## src/rtl/multicycle_control_unit.sv

```systemverilog
// -----------------------------------------------------------------------------
// multicycle_control_unit
//
// Main controller of a multicycle datapath, sitting directly upstream of the
// ALU. Each instruction is stepped through IF/ID/EXE/MEM/WB states. The opcode
// held in IR is decoded into the ALUOp code, the operand selects and all write
// enables. The ALU zero flag resolves beq.
//
// Optional feature (macro CU_PERF_CNT_EN):
//   defined   -> instret counts retired instructions (posedges with PCWre=1)
//   undefined -> instret is tied to 0 and no counter flops exist
//
// Parameters
//   OPW      opcode width
//   STATE_W  width of the debug state output
//   CNT_W    retired-instruction counter width
//
// Ports
//   CLK        in   system clock, rising edge
//   Reset      in   asynchronous, active-high reset
//   opcode     in   IR[31:26], stable from ID onward
//   zero       in   ALU zero flag
//   PCWre      out  PC write enable
//   IRWre      out  IR write enable
//   RegWre     out  register-file write enable
//   mRD        out  data-memory read strobe
//   mWR        out  data-memory write strobe
//   ALUSrcB    out  0 = rt, 1 = extended immediate
//   ExtSel     out  0 = zero-extend, 1 = sign-extend
//   DBDataSrc  out  0 = ALU result, 1 = memory data
//   WrRegDSrc  out  0 = PC+4 (jal), 1 = DB bus
//   RegDst     out  00 = rt, 01 = rd, 10 = $31
//   PCSrc      out  00 = PC+4, 01 = branch, 10 = rs (jr), 11 = jump target
//   ALUOp      out  000 add, 001 sub, 010 slt, 101 or, 110 and
//   state      out  current state (debug)
//   instret    out  retired-instruction count
// -----------------------------------------------------------------------------
module multicycle_control_unit #(
    parameter int OPW     = 6,
    parameter int STATE_W = 3,
    parameter int CNT_W   = 32
) (
    input  logic               CLK,
    input  logic               Reset,
    input  logic [OPW-1:0]     opcode,
    input  logic               zero,
    output logic               PCWre,
    output logic               IRWre,
    output logic               RegWre,
    output logic               mRD,
    output logic               mWR,
    output logic               ALUSrcB,
    output logic               ExtSel,
    output logic               DBDataSrc,
    output logic               WrRegDSrc,
    output logic [1:0]         RegDst,
    output logic [1:0]         PCSrc,
    output logic [2:0]         ALUOp,
    output logic [STATE_W-1:0] state,
    output logic [CNT_W-1:0]   instret
);

    typedef enum logic [2:0] {
        S_IF     = 3'b000,
        S_ID     = 3'b001,
        S_EXE_LS = 3'b010,
        S_MEM    = 3'b011,
        S_WB_L   = 3'b100,
        S_EXE_B  = 3'b101,
        S_EXE_A  = 3'b110,
        S_WB_A   = 3'b111
    } state_t;

    localparam logic [OPW-1:0] OP_ADD  = OPW'(6'b000000);
    localparam logic [OPW-1:0] OP_SUB  = OPW'(6'b000001);
    localparam logic [OPW-1:0] OP_ADDI = OPW'(6'b000010);
    localparam logic [OPW-1:0] OP_OR   = OPW'(6'b010000);
    localparam logic [OPW-1:0] OP_AND  = OPW'(6'b010001);
    localparam logic [OPW-1:0] OP_ORI  = OPW'(6'b010010);
    localparam logic [OPW-1:0] OP_SLT  = OPW'(6'b100110);
    localparam logic [OPW-1:0] OP_SW   = OPW'(6'b110000);
    localparam logic [OPW-1:0] OP_LW   = OPW'(6'b110001);
    localparam logic [OPW-1:0] OP_BEQ  = OPW'(6'b110100);
    localparam logic [OPW-1:0] OP_J    = OPW'(6'b111000);
    localparam logic [OPW-1:0] OP_JR   = OPW'(6'b111001);
    localparam logic [OPW-1:0] OP_JAL  = OPW'(6'b111010);
    localparam logic [OPW-1:0] OP_HALT = OPW'(6'b111111);

    state_t state_reg;
    state_t state_next;

    logic is_rtype;
    logic is_arith;
    logic is_ls;
    logic is_jump;
    logic is_known;
    logic ends_in_id;
    logic [2:0] alu_code;

    assign is_rtype = (opcode == OP_ADD) || (opcode == OP_SUB) || (opcode == OP_OR)
                   || (opcode == OP_AND) || (opcode == OP_SLT);
    assign is_arith = is_rtype || (opcode == OP_ADDI) || (opcode == OP_ORI);
    assign is_ls    = (opcode == OP_LW) || (opcode == OP_SW);
    assign is_jump  = (opcode == OP_J) || (opcode == OP_JR) || (opcode == OP_JAL);
    assign is_known = is_arith || is_ls || is_jump
                   || (opcode == OP_BEQ) || (opcode == OP_HALT);
    // Jumps and unrecognised opcodes both retire in ID; unknowns act as a NOP.
    assign ends_in_id = is_jump || !is_known;

    always_comb begin
        alu_code = 3'b000;
        if ((opcode == OP_SUB) || (opcode == OP_BEQ))      alu_code = 3'b001;
        else if (opcode == OP_SLT)                         alu_code = 3'b010;
        else if ((opcode == OP_OR) || (opcode == OP_ORI))  alu_code = 3'b101;
        else if (opcode == OP_AND)                         alu_code = 3'b110;
    end

    always_ff @(posedge CLK or posedge Reset) begin
        if (Reset) state_reg <= S_IF;
        else       state_reg <= state_next;
    end

    always_comb begin
        state_next = S_IF;
        case (state_reg)
            S_IF:     state_next = S_ID;
            S_ID: begin
                if (is_arith)                 state_next = S_EXE_A;
                else if (opcode == OP_BEQ)    state_next = S_EXE_B;
                else if (is_ls)               state_next = S_EXE_LS;
                else if (opcode == OP_HALT)   state_next = S_ID;
                else                          state_next = S_IF;
            end
            S_EXE_A:  state_next = S_WB_A;
            S_WB_A:   state_next = S_IF;
            S_EXE_B:  state_next = S_IF;
            S_EXE_LS: state_next = S_MEM;
            S_MEM:    state_next = (opcode == OP_LW) ? S_WB_L : S_IF;
            S_WB_L:   state_next = S_IF;
            default:  state_next = S_IF;
        endcase
    end

    always_comb begin
        PCWre     = 1'b0;
        IRWre     = 1'b0;
        RegWre    = 1'b0;
        mRD       = 1'b0;
        mWR       = 1'b0;
        ALUSrcB   = 1'b0;
        ExtSel    = 1'b0;
        DBDataSrc = 1'b0;
        WrRegDSrc = 1'b0;
        RegDst    = 2'b00;
        PCSrc     = 2'b00;
        ALUOp     = 3'b000;
        // Reset is sampled combinationally so nothing strobes while it is held,
        // even though the state register already reads IF.
        if (!Reset) begin
            if (state_reg != S_IF) begin
                ALUSrcB   = is_ls || (opcode == OP_ADDI) || (opcode == OP_ORI);
                ExtSel    = (opcode != OP_ORI);
                DBDataSrc = (opcode == OP_LW);
                WrRegDSrc = (opcode != OP_JAL);
                RegDst    = is_rtype ? 2'b01 : ((opcode == OP_JAL) ? 2'b10 : 2'b00);
                ALUOp     = alu_code;
            end
            case (state_reg)
                S_IF: IRWre = 1'b1;
                S_ID: begin
                    PCWre  = ends_in_id;
                    RegWre = (opcode == OP_JAL);
                    if (opcode == OP_JR)                              PCSrc = 2'b10;
                    else if ((opcode == OP_J) || (opcode == OP_JAL))  PCSrc = 2'b11;
                end
                S_EXE_B: begin
                    PCWre = 1'b1;
                    PCSrc = {1'b0, zero};
                end
                S_MEM: begin
                    mRD   = (opcode == OP_LW);
                    mWR   = (opcode == OP_SW);
                    PCWre = (opcode == OP_SW);
                end
                S_WB_A, S_WB_L: begin
                    RegWre = 1'b1;
                    PCWre  = 1'b1;
                end
                default: ;
            endcase
        end
    end

    assign state = STATE_W'(state_reg);

`ifdef CU_PERF_CNT_EN
    logic [CNT_W-1:0] instret_reg;

    always_ff @(posedge CLK or posedge Reset) begin
        if (Reset)      instret_reg <= '0;
        else if (PCWre) instret_reg <= instret_reg + 1'b1;
    end

    assign instret = instret_reg;
`else
    assign instret = '0;
`endif

endmodule
```

## config.mk

```make
export PLATFORM = sky130hd
export DESIGN_NAME = multicycle_control_unit
export DESIGN_NICKNAME = d
export VERILOG_FILES = /design/src/rtl/multicycle_control_unit.sv
export SDC_FILE = /design/constraint.sdc
export NUM_CORES = 1
export LEC_CHECK = 0
export BUFFER_PORTS_ARGS = -buffer_cell sky130_fd_sc_hd__buf_2
export CAP_MARGIN = 20
export CELL_PAD_IN_SITES_DETAIL_PLACEMENT = 1
export CELL_PAD_IN_SITES_GLOBAL_PLACEMENT = 1
export CORE_MARGIN = 2
export CORE_UTILIZATION = 25
export CTS_CLUSTER_DIAMETER = 150
export DETAILED_ROUTE_END_ITERATION = 8
export MAX_ROUTING_LAYER = met4
export PLACE_DENSITY_LB_ADDON = 0.1
export SYNTH_ARGS = -nofsm -noshare
export SYNTH_HDL_FRONTEND = slang
export SYNTH_SLANG_ARGS = --single-unit
```

## constraint.sdc

```tcl
create_clock -name CLK -period 1.9 [get_ports CLK]
set_clock_uncertainty 0.15 [all_clocks]
set_input_delay 0.38 -clock CLK [delete_from_list [all_inputs] [get_ports CLK]]
set_output_delay 0.38 -clock CLK [all_outputs]
set_load 0.02 [all_outputs]
```

---- Word level (Yosys, flattened, before mapping) ----
Cells that the tools add are included.
W data, S select, Z words.
storage, ports and cells
  flip-flop bits (word level) ............. 3
  input port bits ......................... 9
  output and inout port bits .............. 51
  logic and storage cells ................. 86
operators by class
  equality and inequality tests ........... 22
  mux-type cells .......................... 38
  reductions and logical operators ........ 25
operator list
  kind                  number
  $eq A6 B6 Y1 const B  8
  $mux W3               9
  $logic_or A1 B1 Y1    19
  $eq A6 B5 Y1 const B  3
  $pmux W3 S6           1
  $mux W1               17
  $mux W2               8
  $eq A3 B3 Y1 const B  4
  $eq A3 B2 Y1 const B  2
  $eq A6 B1 Y1 const B  1
  $eq A6 B2 Y1 const B  1
  $logic_not A6 Y1      1
  $ne A6 B5 Y1 const B  1
  $ne A6 B6 Y1 const B  1
  $pmux W2 S2           1
  $eq A3 B1 Y1 const B  1
  $logic_not A3 Y1      1
  $pmux W1 S3           1
  $reduce_bool A3 Y1    1
  $reduce_or A3 Y1      1
  $pmux W1 S2           1
  $reduce_or A2 Y1      1
  $logic_not A1 Y1      1

---- Depth between registers and ports, before layout ----
  depth after elaboration ................. 15
  mapped depth ............................ 5
  gate-level depth less buffers ........... 4

---- Least setup slack after synthesis ----
Ideal clock, no wire load.
  path kind ............................... flip-flop to output port
  start ................................... register state_reg[2], in the netlist state[2]
  end ..................................... output PCSrc[1]
  data arrival time ....................... 1691 ps
  required time ........................... 1370 ps
  slack ................................... -321 ps
  cell stages (with the launch flop) ...... 5
  buffers on the path ..................... 1
  cell sequence ........................... dfrtp_1 -> buf_2 -> nor2_1 -> nand2_1 -> nor4b_1
between the ends
  cells in the longest elaborated chain, start to end .. 3
  elaborated cells on any way between the ends .. 4
  those cells by class .................... 2 x eq/ne; 2 x mux
ends and longest elaborated chain
  element                                       line  RTL
  start, declared                               89    state_t state_reg;
  start signal, assigned                        120   else state_reg <= state_next;
  $eq A3 B3 Y1 or $eq A3 B1 Y1 (tied branches)  168   case (state_reg)
  $pmux W2 S2 (*)                               168
  $mux W2 (*)                                   159   if (!Reset) begin
  end, declared                                 57    output logic [1:0] PCSrc,
Every way passes the cells marked *; elsewhere a longest branch is shown, timed or not.

---- Final worst setup path ----
  start ................................... register state_reg[2], in the netlist state[2]
  end ..................................... output PCWre
between the ends
  cells in the longest elaborated chain, start to end .. 4
  elaborated cells on any way between the ends .. 8
  those cells by class .................... 5 x eq/ne; 2 x mux; 1 x reduce/logical
ends and longest elaborated chain
  element                            line  RTL
  $eq A3 B3 Y1                       168
  $reduce_or A3 Y1 (no source line)  --
  $pmux W1 S3 (*)                    168
  $mux W1 (*)                        159
  end, declared                      47    output logic PCWre,
Marked as above.

==> results.md <==
* Crit path kind: reg -> out
* Worst path top cell family by delay: flip-flops
* # rows at 20
* Comb pwr share at 72.6%
* Int Pwr at 392 uW
* Most frequent cells in the layout: buf_4, conb_1, buf_2
* Layout cells sized above 1 at 50.9%
* Ports at 60
* Total grt overflow at 0
* Root buffer cell: clkbuf_4
* Sw power at 437 uW
* Peak supply drop at 0.334 mV
* Initial antenna violation count at 0
* Final GP Congestion at 0.896
* Drc violations at 0
* Static leakage at 0.000619 uW
* Seq/Total Area, Yosys at 9.42%
* Worst min path class: in -> async
* Via/cell ratio at 4.20
* Synth top area share at 31.1%
* Critical Path AT at 1.46 ns
* Period utilisation layout at 105%
* Clk pwr share at 13.2%
* Total Routed Length at 2510 um
* Status: complete, but fails checks
* Fmax achieved at 503 MHz
* Antenna Cells at 0
* Sequential share of power at 14.2%
* Synth Instances at 119
* Most used DFF post-synth: dfrtp_1
* DIE WIDTH at 60.5 um
* Fin cells at 217
* Multi-input logic area at 659 um2
* Area grow syn2layout at 57.5%
* DR iter-0 viols at 18
* Required time worst endpoint at 1.37 ns
* Final setup fails at 13
* Post-synth EDFFs at 0
* Post-Syn Area per Cell at 6.70 um2
* CTS Hold Bufs at 0
* Max reg flops at 3
* Die footprint at 3660 um2
* Reg area at 78.8 um2
* Pre-Repair DR Iteration Count at 4
* Mapped cell area at 797 um2
* Synth cell types at 33
* Failing checks: negative setup slack
* Crit path top cell by count: buf_6
* Worst-skew pair later-pin latency at 0.23 ns
* Slowest Stage Delay on Critical Path at 0.47 ns
* DP HPWL at 2140 um
* CTS clock-pin slew for the worst setup and hold paths at 0.04 ns
* IO Port Bufs at 27
* Number of buffers and inverters on the critical path at 2
* Synth top area cells: buf_4, dfrtp_1, nor3_1, nor2_1, nand2b_1
* Die height at 60.5 um
* Total GRT Usage at 14.2%
* PwrDens at 661 nW/um2
* Max cap viols at 0
* Largest net degree at the start of global routing at 8
* Critical Path Start Type: flip-flop
* Final hold violation count at 0
* Sw frac at 52.7%
* RSZ-0062 raised after global routing: true
* Vias in the first global route at 856
* Via total after detailed routing at 912
* Nets at 183
* Crit-path slowest cell: dfrtp_2
* Placed insts at 210
* Yosys top cell by area: buf_4
* Total power at 830 uW
* CP Cell Sequence: buf_6, nor2b_4, a311oi_2, o2bb2ai_2, buf_6
* Setup WS post-layout at -0.0875 ns
* Starting Density at 26.1%
* Ys Warns at 0
* Remaining antenna violation count at 0
* CP Max Fanout at 6
* CP Capture Type: output pin
* Total CTS buffers at 3
* Clock sinks at 3
* Final slew viol count at 0
* H-tree levels at 1
* #FFs+latches synth at 3
* CTS tree: built
* Core ar. at 3050 um2
* Minimum clock period at 1.99 ns
* Longest Clk Path Bufs at 2
* Filler instances at 410
* Commonest non-fill, non-tap cell in the layout: buf_4
* Post-synthesis async set-or-reset flop share at 100%
* First-pass GRT wire length at 3880 um
* WL/cell at 11.6 um
## through the flow
stage	util, %	setup slack, ns	instance area (um2)	hold slack (ns)	setup TNS, ns
after floorplan	-	-0.0424	973	0.208	-0.155
after global placement	35.7	-0.157	1090	0.390	-0.469
after detailed placement	35.7	-0.147	1090	0.409	-0.534
after CTS	40.2	-0.119	1230	0.178	-0.917
after global routing	41.1	-0.191	1250	0.194	-1.92
final	41.1	-0.0875	1250	0.181	-0.621
## cell families after synthesis
| family | share of synthesized area [%] |
|---|---|
| buf+inv | 38.6 |
| compound gates | 15.4 |
| simple gates | 33.8 |
| flops | 9.42 |
| other cells | 0.471 |
| xor+xnor | 1.10 |
| mux | 1.26 |
## worst min-delay path, cell delays in order
cell	delay [ns]
buf_2	0.10
buf_4	0.16
inv_1	0.10
buf_4	0.13
## power groups by stage
stage | logic [uW] | registers, uW | clock network, uW
2_1_floorplan | 364 | 138 | 0
3_3_place_gp | 522 | 111 | 0
3_5_place_dp | 530 | 112 | 0
4_1_cts | 597 | 117 | 118
5_1_grt | 649 | 122 | 125
6_report | 602 | 118 | 110
## path summary, 6_finish.rpt
path,start,end,slack (ns),cells after the start
max,state[2]$_DFF_PP0_,PCWre,-0.09,5
min in group CLK,opcode[3],state[2]$_DFF_PP0_,0.44,4
max reg2reg,state[0]$_DFF_PP0_,state[2]$_DFF_PP0_,0.52,5
max in group asynchronous,Reset,state[2]$_DFF_PP0_,1.32,4
min reg2reg,state[0]$_DFF_PP0_,state[0]$_DFF_PP0_,0.47,2
min,Reset,state[1]$_DFF_PP0_,0.18,4
## layout make-up
| cell class | count | share of cell area, % |
|---|---|---|
| tap | 44 | 4.39 |
| clock buffer | 4 | 2.09 |
| inverter | 4 | 1.20 |
| multi-input combinational | 102 | 52.5 |
| sequential | 3 | 6.28 |
| timing repair buffer | 60 | 33.5 |
## synth_stat cells, types with 2 or more instances
cell type and number:
buf_4 33, nor2_1 11, nor3_1 10, nand2_1 7, a21oi_1 6, buf_2 6
nand2b_1 5, nand3_1 5, inv_1 4, dfrtp_1 3, nand4b_1 2, nor3b_1 2
nor4_1 2, o21a_1 2, o21ai_1 2, or3_1 2
## routing by layer
layer	global-route usage [%]	routed length, um	vias up
li1	-	-	457
met1	16.8	1100	418
met2	26.2	1280	37
met3	1.49	131	0
met4	2.48	0	0
met5	-	0	-
## what timing repair did
item | in CTS | in global routing
gates resized for setup | 27 | 4
endpoints found under the setup margin | 15 | 16
setup buffers | 2 | 1
pin swaps | 10 | 1
(Power assumes the default switching activity.)
